**config.mk**
```make
export PLATFORM = sky130hd
export DESIGN_NAME = sobel_binarizer_stream
export DESIGN_NICKNAME = d
export VERILOG_FILES = /design/src/rtl/sobel_bw_pkg.sv /design/src/rtl/bit_fifo.sv /design/src/rtl/sobel_binarizer_stream.sv
export SDC_FILE = /design/constraint.sdc
export NUM_CORES = 1
export LEC_CHECK = 0
export ABC_CLOCK_PERIOD_IN_PS = 3620
export CORE_UTILIZATION = 55
export CTS_BUF_LIST = sky130_fd_sc_hd__clkbuf_8
export CTS_CLUSTER_DIAMETER = 30
export DETAILED_ROUTE_END_ITERATION = 12
export PLACE_DENSITY = 0.81
export SYNTH_ARGS = -nofsm -noshare
export SYNTH_HDL_FRONTEND = slang
export SYNTH_SLANG_ARGS = --single-unit
```
**constraint.sdc**
```tcl
create_clock -name clk_i -period 3.62 [get_ports clk_i]
set_input_delay 0.905 -clock clk_i [delete_from_list [all_inputs] [get_ports clk_i]]
set_output_delay 0.905 -clock clk_i [all_outputs]
set_load 0.02 [all_outputs]
```
**src/rtl/sobel_bw_pkg.sv**
```systemverilog
// Shared constants and types for the Sobel black/white binariser stream.
// Mode encoding, default threshold/image size and the stage register layout.
package sobel_bw_pkg;

    typedef enum logic {
        MODE_FIXED = 1'b0,
        MODE_HYST  = 1'b1
    } mode_e;

    localparam int unsigned DEF_THR   = 100;
    localparam int unsigned DEF_IMG_W = 512;
    localparam int unsigned DEF_IMG_H = 512;

    // One classified pixel plus the position flags that travel with it.
    typedef struct packed {
        logic valid;
        logic pix;
        logic line_end;
        logic frame_end;
    } stage_t;

endpackage

```
**src/rtl/bit_fifo.sv**
```systemverilog
// 1-bit synchronous FIFO with show-ahead read, occupancy and full/empty flags.
// A write into a full FIFO is accepted only when a pop happens on the same edge.
module bit_fifo #(
    parameter int DEPTH = 16
) (
    input  logic                       clk_i,
    input  logic                       reset_i,
    input  logic                       wr_en_i,
    input  logic                       wr_data_i,
    input  logic                       rd_en_i,
    output logic                       rd_data_o,
    output logic [$clog2(DEPTH):0]     level_o,
    output logic                       full_o,
    output logic                       empty_o
);

    localparam int AW = $clog2(DEPTH);
    localparam int LW = AW + 1;

    logic [DEPTH-1:0] mem_q, mem_d;
    logic [AW-1:0]    wr_ptr_q, wr_ptr_d;
    logic [AW-1:0]    rd_ptr_q, rd_ptr_d;
    logic [LW-1:0]    level_q, level_d;
    logic             do_wr_s;
    logic             do_rd_s;

    assign full_o    = (level_q == LW'(DEPTH));
    assign empty_o   = (level_q == {LW{1'b0}});
    assign do_rd_s   = rd_en_i & ~empty_o;
    assign do_wr_s   = wr_en_i & (~full_o | do_rd_s);
    assign rd_data_o = ~empty_o & mem_q[rd_ptr_q];
    assign level_o   = level_q;

    // Next-state for storage, pointers and occupancy.
    always_comb begin
        mem_d    = mem_q;
        wr_ptr_d = wr_ptr_q;
        rd_ptr_d = rd_ptr_q;
        level_d  = level_q;
        if (do_wr_s) begin
            mem_d[wr_ptr_q] = wr_data_i;
            wr_ptr_d        = wr_ptr_q + AW'(1'b1);
        end else begin
            wr_ptr_d = wr_ptr_q;
        end
        if (do_rd_s) begin
            rd_ptr_d = rd_ptr_q + AW'(1'b1);
        end else begin
            rd_ptr_d = rd_ptr_q;
        end
        case ({do_wr_s, do_rd_s})
            2'b10:   level_d = level_q + LW'(1'b1);
            2'b01:   level_d = level_q - LW'(1'b1);
            default: level_d = level_q;
        endcase
    end

    // FIFO state registers.
    always_ff @(posedge clk_i or posedge reset_i) begin
        if (reset_i) begin
            mem_q    <= {DEPTH{1'b0}};
            wr_ptr_q <= {AW{1'b0}};
            rd_ptr_q <= {AW{1'b0}};
            level_q  <= {LW{1'b0}};
        end else begin
            mem_q    <= mem_d;
            wr_ptr_q <= wr_ptr_d;
            rd_ptr_q <= rd_ptr_d;
            level_q  <= level_d;
        end
    end

endmodule

```
**src/rtl/sobel_binarizer_stream.sv**
```systemverilog
// Sobel magnitude to black/white pixel stream: fixed or hysteresis threshold,
// line/frame position tracking, and a small output FIFO with valid/ready.
module sobel_binarizer_stream
    import sobel_bw_pkg::*;
#(
    parameter int DATA_W     = 8,
    parameter int FIFO_DEPTH = 16,
    parameter int IMG_W      = DEF_IMG_W,
    parameter int IMG_H      = DEF_IMG_H
) (
    input  logic                          clk_i,
    input  logic                          reset_i,
    input  logic [DATA_W-1:0]             data_i,
    input  logic                          data_valid_i,
    input  logic                          mode_i,
    input  logic [DATA_W-1:0]             thr_hi_i,
    input  logic [DATA_W-1:0]             thr_lo_i,
    output logic                          bit_o,
    output logic                          bit_valid_o,
    input  logic                          bit_ready_i,
    output logic [$clog2(FIFO_DEPTH):0]   fifo_level_o,
    output logic                          overflow_o,
    output logic                          line_done_o,
    output logic                          frame_done_o
);

    localparam int COL_W = (IMG_W > 1) ? $clog2(IMG_W) : 1;
    localparam int ROW_W = (IMG_H > 1) ? $clog2(IMG_H) : 1;

    logic [COL_W-1:0] col_q, col_d;
    logic [ROW_W-1:0] row_q, row_d;
    logic             hyst_q, hyst_d;
    stage_t           stage_q, stage_d;
    logic             overflow_q, overflow_d;

    logic             hyst_eff_s;
    logic             pix_s;
    logic             last_col_s;
    logic             last_row_s;
    logic             fifo_full_s;
    logic             fifo_empty_s;
    logic             fifo_pop_s;

    assign last_col_s = (col_q == COL_W'(IMG_W - 1));
    assign last_row_s = (row_q == ROW_W'(IMG_H - 1));
    assign fifo_pop_s = bit_ready_i & ~fifo_empty_s;

    // Pixel classification; the hysteresis memory restarts white on each line.
    always_comb begin
        hyst_eff_s = hyst_q;
        pix_s      = 1'b1;
        if (col_q == {COL_W{1'b0}}) begin
            hyst_eff_s = 1'b1;
        end else begin
            hyst_eff_s = hyst_q;
        end
        if (mode_i == MODE_HYST) begin
            if (data_i > thr_hi_i) begin
                pix_s = 1'b0;
            end else if (data_i < thr_lo_i) begin
                pix_s = 1'b1;
            end else begin
                pix_s = hyst_eff_s;
            end
        end else begin
            if (data_i > thr_hi_i) begin
                pix_s = 1'b0;
            end else begin
                pix_s = 1'b1;
            end
        end
    end

    // Position counters, hysteresis state, stage register and sticky overflow.
    always_comb begin
        col_d              = col_q;
        row_d              = row_q;
        hyst_d             = hyst_q;
        stage_d.valid      = 1'b0;
        stage_d.pix        = 1'b0;
        stage_d.line_end   = 1'b0;
        stage_d.frame_end  = 1'b0;
        overflow_d         = overflow_q | (stage_q.valid & fifo_full_s & ~fifo_pop_s);
        if (data_valid_i) begin
            stage_d.valid     = 1'b1;
            stage_d.pix       = pix_s;
            stage_d.line_end  = last_col_s;
            stage_d.frame_end = last_col_s & last_row_s;
            if (mode_i == MODE_HYST) begin
                hyst_d = pix_s;
            end else begin
                hyst_d = hyst_q;
            end
            if (last_col_s) begin
                col_d = {COL_W{1'b0}};
                if (last_row_s) begin
                    row_d = {ROW_W{1'b0}};
                end else begin
                    row_d = row_q + ROW_W'(1'b1);
                end
            end else begin
                col_d = col_q + COL_W'(1'b1);
                row_d = row_q;
            end
        end else begin
            col_d  = col_q;
            row_d  = row_q;
            hyst_d = hyst_q;
        end
    end

    // Control and stage registers.
    always_ff @(posedge clk_i or posedge reset_i) begin
        if (reset_i) begin
            col_q      <= {COL_W{1'b0}};
            row_q      <= {ROW_W{1'b0}};
            hyst_q     <= 1'b1;
            stage_q    <= 4'b0000;
            overflow_q <= 1'b0;
        end else begin
            col_q      <= col_d;
            row_q      <= row_d;
            hyst_q     <= hyst_d;
            stage_q    <= stage_d;
            overflow_q <= overflow_d;
        end
    end

    bit_fifo #(
        .DEPTH (FIFO_DEPTH)
    ) u_fifo (
        .clk_i     (clk_i),
        .reset_i   (reset_i),
        .wr_en_i   (stage_q.valid),
        .wr_data_i (stage_q.pix),
        .rd_en_i   (fifo_pop_s),
        .rd_data_o (bit_o),
        .level_o   (fifo_level_o),
        .full_o    (fifo_full_s),
        .empty_o   (fifo_empty_s)
    );

    assign bit_valid_o  = ~fifo_empty_s;
    assign overflow_o   = overflow_q;
    assign line_done_o  = stage_q.line_end;
    assign frame_done_o = stage_q.frame_end;

endmodule

```
# Word level (Yosys, flattened, before mapping)
# Cells that the tools add are included.
[totals]
ff_bits = 53
input_bits = 29
output_inout_bits = 10
wordCells = 60
[classes]
addsub = 6
magnitude_cmp = 5
eq_ne = 5
mux = 14
bitwise = 12
n_reduce_logical = 6
[ops]
columns = ["cell", "count"]
rows = [
  ["9-bit by 1-bit adder with 9-bit output (second input constant)", 2],
  ["9-bit == test (second input constant)", 2],
  ["9-bit 2-to-1 mux", 2],
  ["16-bit bitwise mux", 1],
  ["4-bit by 5-bit < comparator with 1-bit output (second input constant)", 2],
  ["5-bit one-hot mux with 2 select lines", 1],
  ["9-bit logical NOT", 1],
  ["4-bit by 1-bit adder with 4-bit output (second input constant)", 2],
  ["8-bit greater-than comparator", 1],
  ["8-bit < comparator", 1],
  ["1-bit AND", 7],
  ["1-bit 2-to-1 mux", 7],
  ["5-bit by 1-bit adder with 5-bit output (second input constant)", 1],
  ["5-bit == test (second input constant)", 1],
  ["5-bit logical NOT", 1],
  ["5-bit by 1-bit subtractor with 5-bit output (second input constant)", 1],
  ["1-bit binary-select mux with 4-bit select", 1],
  ["1-bit demux with 4-bit select", 1],
  ["4-bit by 1-bit >= comparator with 1-bit output (second input constant)", 1],
  ["4-bit 2-to-1 mux", 1],
  ["2-bit AND reduction", 2],
  ["1-bit inverter", 3],
  ["2-bit by 1-bit == test with 1-bit output (second input constant)", 1],
  ["2-bit == test (second input constant)", 1],
  ["3 further kinds", 4],
]

# Logic depth before layout (Yosys ltp)
[depth]
ltp_word = 8
mapped_depth = 15

# Cells and area by module
# Synthesis repeated with hierarchy kept, for this count alone.
[hier_totals]
cells_unflattened = 305
hier_area_um2 = 3171.8
[modules_own_cells]
columns = ["mod", "n_inst", "cells_per_inst", "area_each_um2", "seq_area_each_um2"]
rows = [
  ["bit_fifo", 1, 142, 1666.6, 725.7],
  ["sobel_binarizer_stream", 1, 163, 1505.2, 601.8],
]

# Worst setup path before layout
# OpenSTA, ideal clock, no wires.
[synth_path]
path_type = "reg2reg"
from = "register u_fifo.level_q[2] (netlist: u_fifo.level_o[2])"
to = "register u_fifo.level_q[2] (netlist: u_fifo.level_o[2])"
setup_ps = 125
t_arrival_ps = 2739
required_ps = 3495
setup_slack_ps = 756
path_stages_with_launch = 14
n_path_buf = 3
period_less_slack_ps = 2864
path_cell_list = "dfrtp_1 > buf_2 > nor4_1 > nand2b_1 > and2_1 > clkbuf_1 > ha_1 > clkbuf_1 > xor2_1 > ha_1 > a21oi_1 > xor2_1 > nor2_1 > xor2_1"
[synth_between]
elab_chain_cells = 8
[synth_rtl]
columns = ["element", "line", "text"]
rows = [
  ["start, declared", "bit_fifo.sv:23", "logic [LW-1:0] level_q, level_d;"],
  ["start signal, assigned", "bit_fifo.sv:64", "level_q <= {LW{1'b0}};"],
  ["start signal, assigned", "bit_fifo.sv:69", "level_q <= level_d;"],
  ["5-bit logical NOT *", "bit_fifo.sv:28", "assign empty_o = (level_q == {LW{1'b0}});"],
  ["1-bit inverter *", "--", ""],
  ["via bit_valid_o", "sobel_binarizer_stream.sv:19", "output logic bit_valid_o,"],
  ["1-bit AND", "sobel_binarizer_stream.sv:46", "assign fifo_pop_s = bit_ready_i & ~fifo_empty_s;"],
  ["1-bit AND *", "bit_fifo.sv:29", "assign do_rd_s = rd_en_i & ~empty_o;"],
  ["via u_fifo.do_rd_s", "bit_fifo.sv:25", "logic do_rd_s;"],
  ["1-bit bitwise OR", "bit_fifo.sv:30", "assign do_wr_s = wr_en_i & (~full_o | do_rd_s);"],
  ["1-bit AND", "bit_fifo.sv:30", ""],
  ["2-bit by 1-bit == test with 1-bit output / 2-bit == test (equally long branches)", "bit_fifo.sv:51", "case ({do_wr_s, do_rd_s})"],
  ["5-bit one-hot mux with 2 select lines / 2-bit nonzero test (equally long branches)", "--", ""],
]
# The timed path passes the listed nets; every way through them passes the cells marked *.
# A chain may end at the register's enable or synchronous reset.

# Worst setup path after layout
[layout_path]
from = "register u_fifo.rd_ptr_q[0]"
to = "output port bit_o"
[layout_between]
elab_chain_cells = 3
[layout_rtl]
columns = ["element", "line", "text"]
rows = [
  ["start, declared", "bit_fifo.sv:22", "logic [AW-1:0] rd_ptr_q, rd_ptr_d;"],
  ["start signal, assigned", "bit_fifo.sv:63", "rd_ptr_q <= {AW{1'b0}};"],
  ["start signal, assigned", "bit_fifo.sv:68", "rd_ptr_q <= rd_ptr_d;"],
  ["1-bit binary-select mux with 4-bit select", "bit_fifo.sv:31", "assign rd_data_o = ~empty_o & mem_q[rd_ptr_q];"],
  ["1-bit 2-to-1 mux (not written as such)", "bit_fifo.sv:31", ""],
  ["1-bit AND", "bit_fifo.sv:31", ""],
  ["end, declared", "sobel_binarizer_stream.sv:18", "output logic bit_o,"],
]
# No other way between the ends. The select of a mux whose other input is x is not followed.

==> results.md <==
- Number of nets in the finished design: 392
- Final hold vios: 0
- Skew final: 0.00635 ns
- Storage cell area: 0.00133 mm^2
- Placer congestion estimate: 0.796
- Total wire length after detailed routing: 5.63 mm
- FF-to-FF setup slack: 0.90 ns
- Syn. warnings: 0
- Ranking of synthesized cells by area: sky130_fd_sc_hd__dfrtp_1 (42%), sky130_fd_sc_hd__ha_1 (11%), sky130_fd_sc_hd__mux2_2 (7.7%), sky130_fd_sc_hd__mux4_1 (3.4%), sky130_fd_sc_hd__nand3_1 (2.9%)
- Clock network latency to the later pin of the worst-skew pair: 0.31 ns
- Static power due to leakage: 0.00170 uW
- Worst-Margin Slew: 0.487 ns
- Worst-path cell chain: mux4_1, mux4_2, and2_1, clkdlybuf4s50_1
- Critical path class: reg -> out
- Longest individual stage delay on the worst path: 0.63 ns
- Overall die area: 0.00590 mm^2
- Final worst slack: 0.108 ns
- Antenna fix cells: 0
- FF+latch count, synth: 53
- Switching share of total power: 34.6%
- Maximum frequency from static timing analysis: 285 MHz
- Sort of element at the end of the critical path: primary output
- Internal portion of total power: 1470 uW
- RSZ-0062 raised after global routing: no
- Hold buffer count at CTS: 0
- Worst hold-check slack: 0.510 ns
- Worst path top cell family by delay: multiplexers
- Post-CTS setup buffer count: 0
- Fill count: 394
- Async set or reset register ratio after synthesis: 100%
- Startpoint kind of the worst setup timing path: register
- Path category of the worst min-delay check: reg -> reg
- Number of DRC markers in iteration 0: 162
- Leading register cell type out of synthesis: sky130_fd_sc_hd__dfrtp_1
- Global router's overall resource usage: 20.2%
- Clock sink count: 53
- Critical-path top delay cell: sky130_fd_sc_hd__mux4_1
- Maximum level of the CTS H-tree: 2
- Num CTS Buffers: 5
- Cell count of the worst reg-to-reg path: 12
- Area of combinational cells with multiple inputs: 0.00160 mm^2
- Clock power share: 18.5%
- Starting density of the core: 58.8%
- Wire per inst: 13.9 um
- Post-placement setup slack: 0.434 ns
- Synthesized-area fraction occupied by xor and xnor cells: 4.27%
- Core region area: 0.00524 mm^2
- Leading cell type by number of instances after synthesis: sky130_fd_sc_hd__dfrtp_1
- DPL Wire Length: 4.25 mm
- Post-Synth Adder-Cell Area: 11.4%
- Master cell of the clock root buffer: sky130_fd_sc_hd__clkbuf_8
- Layout overhead on the synthesized area: 18.2%
- Remaining DRCs: 0
- Run status: finished, final reports clean
- Per-cell via count in the routed design: 5.50
- Count of instances resized after the clock tree is built: 0
- Post-DRT Antenna Nets: 0
- Final Max Tran Viols: 0
- Cell Count Post-Placement: 398
- Clock transition at the registers of the reported paths: 0.09 ns
- Topmost layer with routed signal wires: met4
- X dimension of the die: 76.8 um
- Worst vdd ir: 0.340 mV
- CP Depth: 4
- Count of different cell masters after synthesis: 45
- Share of synthesized area occupied by flip-flops and latches: 43.1%
- Global route total overflow: 0
- Count of max-cap constraint violations: 0
- Via count of the first global-routing pass: 2144
- Endpoint of the worst setup timing path: bit_o
- Met3 wire length: 158 um
- Total number of vias: 2234
- Most frequent cells after synthesis: sky130_fd_sc_hd__dfrtp_1 (52), sky130_fd_sc_hd__ha_1 (28), sky130_fd_sc_hd__inv_1 (24)
- Comb power frac: 36.2%
- Worst-path maximum fanout: 7
- Worst Path Buf+Inv: 1
- Met1 Routed Length: 2.57 mm
- Deepest clock path buffer count: 2
- RR Endpoint: u_fifo.level_o[4]
- Mean instance size in the synthesized netlist: 10.4 um^2
- TritonCTS clock tree: done
- Sum of negative setup slack: 0 ns
- Power dissipated by switching net loads: 776 uW
- Worst setup path startpoint: u_fifo.rd_ptr_q[0]
- PD cells: 616 mW/mm^2
- Largest family of logic cells by synthesized area: simple AND/OR/NAND/NOR gates
- Final setup violating endpoints: 0
- Synthesized-area fraction occupied by and/or/nand/nor cells: 15.8%
- I/O pin count: 39
- Share of layout cells above drive strength 1: 10.7%
- Core Rows: 26
- Required time of the critical path: 2.71 ns
- Maximum number of pins on one net before global-route repair: 22
- Antenna violations before repair: 0
- Final Non-Filler Cells: 406
- Rel. slew slack: 67.5%
- Crit Reg-Reg Startpoint: u_fifo.level_o[1]
- Syn nets: 354
- Count of flip-flops with a built-in enable after synthesis: 0
- Global-route wire length before repair: 9.56 mm
- First-pass DRT Iterations: 5
- Synth Instances: 297
- Portion of synthesized cell area occupied by the leading cell type: 42.3%
- Sum of met2 wire segment lengths after detailed routing: 2.83 mm
- DIE HEIGHT: 76.8 um
- Final worst path period share: 97.0%
- Arrival @ worst endpoint: 2.61 ns
- Complex-gate fraction of the synthesized area: 8.21%
- Post-route minimum period: 3.51 ns
- Cell area after synthesis: 0.00308 mm^2
- Port-buffer cells: 38
- Seq pwr share: 45.2%
- Post-synthesis cell type with the largest combined area: sky130_fd_sc_hd__dfrtp_1
- Mux contribution to synthesized area: 12.5%
## cell usage in the layout, fill, tap and decap left out, types with 2 or more instances in the layout
master,n
sky130_fd_sc_hd__and3_1,5
sky130_fd_sc_hd__xnor2_1,8
sky130_fd_sc_hd__a21oi_1,13
sky130_fd_sc_hd__mux2i_1,2
sky130_fd_sc_hd__or3_1,2
sky130_fd_sc_hd__o22ai_1,2
sky130_fd_sc_hd__o21ai_0,16
sky130_fd_sc_hd__clkdlybuf4s50_1,38
sky130_fd_sc_hd__a21o_1,2
sky130_fd_sc_hd__nor2b_1,4
sky130_fd_sc_hd__clkbuf_8,6
sky130_fd_sc_hd__mux2_2,21
sky130_fd_sc_hd__buf_4,4
sky130_fd_sc_hd__inv_1,24
sky130_fd_sc_hd__ha_1,28
sky130_fd_sc_hd__dfrtp_1,52
sky130_fd_sc_hd__nand2b_1,3
sky130_fd_sc_hd__xor2_1,7
sky130_fd_sc_hd__nand2_1,23
sky130_fd_sc_hd__and2_1,3
sky130_fd_sc_hd__nor4_1,2
sky130_fd_sc_hd__nand4_1,11
sky130_fd_sc_hd__nand3_1,18
sky130_fd_sc_hd__nor3b_1,3
sky130_fd_sc_hd__nor3_1,4
sky130_fd_sc_hd__mux4_1,4
sky130_fd_sc_hd__inv_2,2
sky130_fd_sc_hd__nor2_1,12
sky130_fd_sc_hd__nand3b_1,2
## registers in the layout, indices dropped and copies added (netlist names), 2 cells and up
name,count
col_q,9
row_q,9
stage_q,2
u_fifo.level_o,5
u_fifo.mem_q,16
u_fifo.rd_ptr_q,4
u_fifo.wr_ptr_q,4
## worst min-delay path by stage
stage | end | cells after the start | slack (ns) | from
after CTS | row_q[6] | 1 | 0.52 | row_q[6]
after floorplan | row_q[6] | 1 | 0.47 | row_q[6]
after global placement | u_fifo.mem_q[13] | 1 | 0.48 | u_fifo.mem_q[13]
after global routing | u_fifo.mem_q[13] | 1 | 0.53 | u_fifo.mem_q[13]
after detailed placement | overflow_o | 1 | 0.48 | overflow_o
final | row_q[6] | 1 | 0.51 | row_q[6]
## cell type report
| cell class | instances | area share [%] |
|---|---|---|
| inverter | 25 | 2.58 |
| timing repair buffer | 42 | 11.3 |
| tap | 70 | 2.41 |
| clock buffer | 6 | 2.27 |
| clock inverter | 2 | 0.928 |
| sequential | 53 | 36.5 |
| multi-input combinational | 208 | 44.1 |
## kinds of logic (layout without fill, tap and decap cells)
group | after synthesis | in the layout
XOR/XNOR | 15 | 15
flip-flops | 53 | 53
AND/OR/NAND/NOR | 94 | 94
buffers and inverters | 36 | 75
AO/OA/AOI/OAI | 43 | 43
multiplexers | 28 | 28
adder cells (fa/ha/maj) | 28 | 28
## power by group through the flow
stage	clock network [uW]	logic, uW	registers [uW]
after detailed placement	0	814	1020
after CTS	423	821	1010
after global routing	442	895	1040
after floorplan	0	607	962
after global placement	0	776	1010
final	416	813	1010
## metal layers
metal | vias up | global-route usage (%)
met1 | 1065 | 26.1
met4 | 0 | 5.77
met3 | 7 | 3.57
met5 | - | 0
met2 | 36 | 34.6
li1 | 1126 | -
## metrics by stage
stage          power, uW  util, %  cell area (um^2)
2_1_floorplan       1570        -              3080
3_3_place_gp        1780     67.3              3520
3_5_place_dp        1840     67.3              3520
4_1_cts             2260     69.5              3640
5_1_grt             2380     69.5              3640
6_report            2240     69.5              3640
No activity file was read; power rests on OpenSTA's default activity.
